--- src/rtl/clock_gate_ctrl.sv ---
// clock_gate_ctrl: per-channel idle-timeout clock gating; `define CLOCK_GATE_TEST_BYPASS_EN adds test_en_i to force all gated clocks on
module clock_gate_ctrl_ld_1 (
    input  logic d_i,
    input  logic g_i,
    output logic q_o
);
    always_latch if (!g_i) q_o <= d_i;
endmodule

module clock_gate_ctrl #(
    parameter int NUM_CH           = 4,
    parameter int IDLE_CYCLES      = 8,
    parameter bit BEHAVIORAL_LATCH = 1
) (
    input  logic              clk_i,
    input  logic              rst_i,
    input  logic              gating_en_i,
`ifdef CLOCK_GATE_TEST_BYPASS_EN
    input  logic              test_en_i,
`endif
    input  logic [NUM_CH-1:0] busy_i,
    output logic [NUM_CH-1:0] gated_clk_o,
    output logic [NUM_CH-1:0] clk_on_o
);
    localparam int CW     = (IDLE_CYCLES > 0) ? $clog2(IDLE_CYCLES + 1) : 1;
    localparam int LAST_I = (IDLE_CYCLES > 0) ? IDLE_CYCLES - 1 : 0;
    localparam logic [CW-1:0] LAST = CW'(LAST_I);
    typedef enum logic [1:0] {ST_ON, ST_IDLE, ST_OFF} state_e;
    logic [NUM_CH-1:0] en_q;
    logic [NUM_CH-1:0] latch_d;
    assign clk_on_o = en_q;
`ifdef CLOCK_GATE_TEST_BYPASS_EN
    assign latch_d = en_q | {NUM_CH{test_en_i}};
`else
    assign latch_d = en_q;
`endif
    for (genvar c = 0; c < NUM_CH; c++) begin : g_ch
        state_e        state_q;
        logic [CW-1:0] cnt_q;
        logic          en_bit_q;
        logic          latch_q;
        assign en_q[c] = en_bit_q;
        always_ff @(posedge clk_i) begin
            if (rst_i || !gating_en_i) begin
                state_q  <= ST_ON;
                cnt_q    <= '0;
                en_bit_q <= 1'b1;
            end else if (busy_i[c]) begin
                state_q  <= ST_ON;
                cnt_q    <= '0;
                en_bit_q <= 1'b1;
            end else begin
                case (state_q)
                    ST_ON: begin
                        state_q  <= (IDLE_CYCLES == 0) ? ST_OFF : ST_IDLE;
                        cnt_q    <= '0;
                        en_bit_q <= (IDLE_CYCLES != 0);
                    end
                    ST_IDLE: begin
                        if (cnt_q == LAST) begin
                            state_q  <= ST_OFF;
                            en_bit_q <= 1'b0;
                        end else begin
                            cnt_q <= cnt_q + CW'(1);
                        end
                    end
                    default: begin
                        state_q  <= ST_OFF;
                        en_bit_q <= 1'b0;
                    end
                endcase
            end
        end
        // latch opaque while clk_i is high, so enable changes never clip a high phase
        if (BEHAVIORAL_LATCH) begin : g_beh
            always_latch if (!clk_i) latch_q <= latch_d[c];
        end else begin : g_prim
            clock_gate_ctrl_ld_1 u_ld (.d_i(latch_d[c]), .g_i(clk_i), .q_o(latch_q));
        end
        assign gated_clk_o[c] = latch_q & clk_i;
    end
endmodule

--- config.mk ---
export PLATFORM = sky130hd
export DESIGN_NAME = clock_gate_ctrl
export DESIGN_NICKNAME = d
export VERILOG_FILES = /design/src/rtl/clock_gate_ctrl.sv
export SDC_FILE = /design/constraint.sdc
export NUM_CORES = 1
export LEC_CHECK = 0
export ABC_AREA = 1
export BUFFER_PORTS_ARGS = -buffer_cell sky130_fd_sc_hd__clkbuf_2
export CELL_PAD_IN_SITES_DETAIL_PLACEMENT = 1
export CELL_PAD_IN_SITES_GLOBAL_PLACEMENT = 1
export CORE_UTILIZATION = 37
export CTS_CLUSTER_SIZE = 25
export DETAILED_ROUTE_END_ITERATION = 10
export PLACE_DENSITY_LB_ADDON = 0.12
export SYNTH_ARGS = -nofsm -noshare
export SYNTH_HDL_FRONTEND = slang
export SYNTH_SLANG_ARGS = --single-unit
--- constraint.sdc ---
create_clock -name clk_i -period 1.1 [get_ports clk_i]
set_input_delay 0.33 -clock clk_i [delete_from_list [all_inputs] [get_ports clk_i]]
set_output_delay 0.33 -clock clk_i [all_outputs]
set_load 0.02 [all_outputs]
After elaboration in Yosys (flattened, before gate mapping)
Cells that the tools add are included.

Register bits: 28. Latch bits: 4. Bits of input ports: 7. Output and inout bits: 8. Word-level logic and storage cells: 86.

Add/subtract/negate cells: 4. Eq/ne operators: 16. Multiplexer cells: 28. Bitwise logic cells: 4. Reduce and logical (&&, ||, !) cells: 18.

Operators with widths (number): case mux 4 bit (2 select lines) (4); adder 4 x 1 -> 4 bit, second input constant (4); == test 4 x 3 -> 1 bit, second input constant (4); 2-to-1 mux 4 bit (4); != test 2 bit, second input constant (8); case mux 2 bit (2 select lines) (4); == test 2 x 1 -> 1 bit, second input constant (4); zero test 2 bit (4); 2-to-1 mux 1 bit (8); 2-to-1 mux 2 bit (4); case mux 1 bit (2 select lines) (4); AND reduction 2 bit (4); nonzero test 2 bit (4); OR reduction 2 bit (4); AND 1 bit (4); zero test 1 bit (1); logical OR 1 bit (1).

Logic depth before layout (Yosys ltp)
Depth after elaboration: 3. Depth in mapped cells: 7.

==> reports/metrics.csv <==
metric,value,unit
layout-drive-gt1-share,0.480,
via_per_inst,4.93,
synth_compound_area_frac,0.0712,
whs,0.231,ns
vias,1365,
synth-seq-cells,32,
p_clk_frac,0.640,
power.density,1660,nW/µm²
fin_skew,0.0120,ns
hold_viol,0,
die_h,63.7,µm
pwr-share-comb,0.040,
drtIter0Drc,30,
setup_violations,16,
tightest_slew,0.312,ns
postRouteAntennaNets,0,
wl_per_cell,14.4,µm
irDropWorstVdd,0.729,mV
synth_top_family_by_area,simple AND/OR/NAND/NOR gates,
syn_nets,195,
switching_share,0.303,
synthAdderAreaFrac,0.0356,
cts_tree,yes,
grt_overflow,0,
p_total,3.52,mW
synthCells,184,
synthSimpleGateAreaFrac,0.351,
maxSlewViolCount,0,
port_buffers,14,
syn-cell-area,1410,µm²
hold_path.class,input port to register,
clock_latency,0.39,ns
finish.utilization,0.579,
grt_max_degree,10,
syn2layout_area_growth,50.7,%
route.detailed.drc,0,
firstDrtPassIters,2,
relSlewSlack,0.792,
start_util,0.384,
intPower,2.46,mW
criticalPathCategory,latch to output pin,
ys.warnings.count,0,
cp-start-kind,latch,
antenna_cells,0,
cp-end-kind,output pin,
p_leak,0.932,nW
yosysUniqueCellTypes,23,
path_clk_slew,0.06,ns
crit_arrival,1.57,ns
switching_power,1.07,mW
synth_xor_area_frac,0.0125,
crit_required,0.77,ns
die_w,63.7,µm
cp_max_fo,1,
sequentialPowerShare,0.320,
rsz0062_at_grt,true,
nNetsFinal,239,
grt_pass1_vias,1502,
grt_pass1_wl,6260,µm
synth.area.mux_share,0,
core.rowCount,22,
design.core.area,3660,µm²
setup_ws,-0.800,ns
hpwl,2430,µm
syn_avg_cell_area,7.64,µm²
outcome,"complete, but fails checks",
ioPinCount,15,
dieArea,4050,µm²
place_congestion,0.852,
track_usage,0.213,
cap_violations,0,
violations,setup timing,
antenna_found_initial,0,
drt-total-wl,3980,µm
[cells in the final DEF, fill, tap and decap left out, drive strengths merged]
cell,synthesis,routed
a21oi,12,12
buf,4,31
clkbuf,0,18
dfxtp,28,28
dlxtn,4,4
ha,4,4
inv,25,25
nand2,45,45
nand3,19,19
nand3b,1,1
nand4,6,6
nor2,23,23
o21ai,8,8
or2,3,3
xor2,2,2
[power by group through the flow]
| stage | Combinational, mW | Clock [mW] | Sequential (mW) |
|---|---|---|---|
| finish | 0.140 | 2.25 | 1.13 |
| global route | 0.154 | 2.42 | 1.13 |
| CTS | 0.128 | 2.17 | 1.13 |
| detailed placement | 0.117 | 0.486 | 1.16 |
| global placement | 0.114 | 0.486 | 1.16 |
| floorplan | 0.0724 | 0.362 | 1.16 |
[cell usage after synthesis]
cell type	instances	area share
a21oi_1	12	0.043
buf_4	4	0.021
dfxtp_1	28	0.40
dlxtn_1	4	0.043
ha_1	4	0.036
inv_1	22	0.059
inv_2	3	0.0080
nand2_1	37	0.099
nand2_2	5	0.022
nand2_4	3	0.024
nand3_1	17	0.060
nand3_2	2	0.014
nand3b_1	1	0.0053
nand4_1	6	0.027
nor2_1	16	0.043
nor2_2	4	0.018
nor2_4	3	0.024
o21ai_0	5	0.018
o21ai_1	3	0.011
or2_1	1	0.0045
or2_2	1	0.0045
or2_4	1	0.0062
xor2_1	2	0.012
[metal layers]
| metal | global-route usage | part of all wire |
|---|---|---|
| met1 | 0.200 | 0.41 |
| met5 | 0 | 0 |
| met3 | 0.0924 | 0.033 |
| met4 | 0.162 | 0.028 |
| met2 | 0.362 | 0.52 |
[stage by stage]
| step | setup TNS (ns) | cells | area (µm²) | worst slack [ns] |
|---|---|---|---|---|
| finish | -3.53 | 277 | 2120 | -0.800 |
| global route | -4.23 | 277 | 2120 | -0.856 |
| CTS | -3.68 | 276 | 1990 | -0.820 |
| detailed placement | -2.01 | 260 | 1640 | -0.392 |
| global placement | -1.68 | 260 | 1640 | -0.382 |
| floorplan | -1.16 | 184 | 1410 | -0.290 |
[flip-flops by register name, indices dropped and copies added, names as in the netlist]
name and cells:
g_ch.en_bit_q 4, g_ch.latch_q 4, g_ch.cnt_q 16, g_ch.state_q 8
[worst max-delay path, stage by stage, from the launching register on]
cell,delay [ns]
dlxtn_1,0.39
nand2_1,0.06
inv_2,0.06
buf_8,0.10
[path summary, 6_finish.rpt]
| check | start | to | slack, ns | cells after the start |
|---|---|---|---|---|
| max | g_ch[3].latch_q$_DLATCH_N_ | gated_clk_o[3] | -0.80 | 3 |
| max reg2reg | g_ch[3].cnt_q[2]$_SDFFE_PP0P_ | g_ch[3].en_bit_q$_SDFFE_PP1P_ | -0.02 | 6 |
| min reg2reg | g_ch[2].cnt_q[0]$_SDFFE_PP0P_ | g_ch[2].cnt_q[0]$_SDFFE_PP0P_ | 0.46 | 1 |
| min | busy_i[1] | g_ch[1].state_q[1]$_SDFFE_PP0P_ | 0.23 | 4 |
[area by class of cell]
cell class	count	area, µm²
inverter	21	78.8
clock inverter	4	15.0
timing repair buffer	33	274
clock buffer	16	205
tap	48	60.1
multi-input combinational	123	842
sequential	32	644
fill	438	1540
[kinds of logic after synthesis]
logic type	count (synthesis)
flops	28
latches	4
compound gates	20
buf+inv	29
simple gates	97
fa+ha+maj	4
xor+xnor	2
[timing repair]
item / CTS / global route
endpoints found under the hold margin: 0 / 0
pin swaps: 14 / 14
setup buffers: 4 / 1
hold buffers: 0 / 0
gates resized for setup: 48 / 36
endpoints found under the setup margin: 33 / 30
Note: power is estimated with default switching activity, not from simulation.
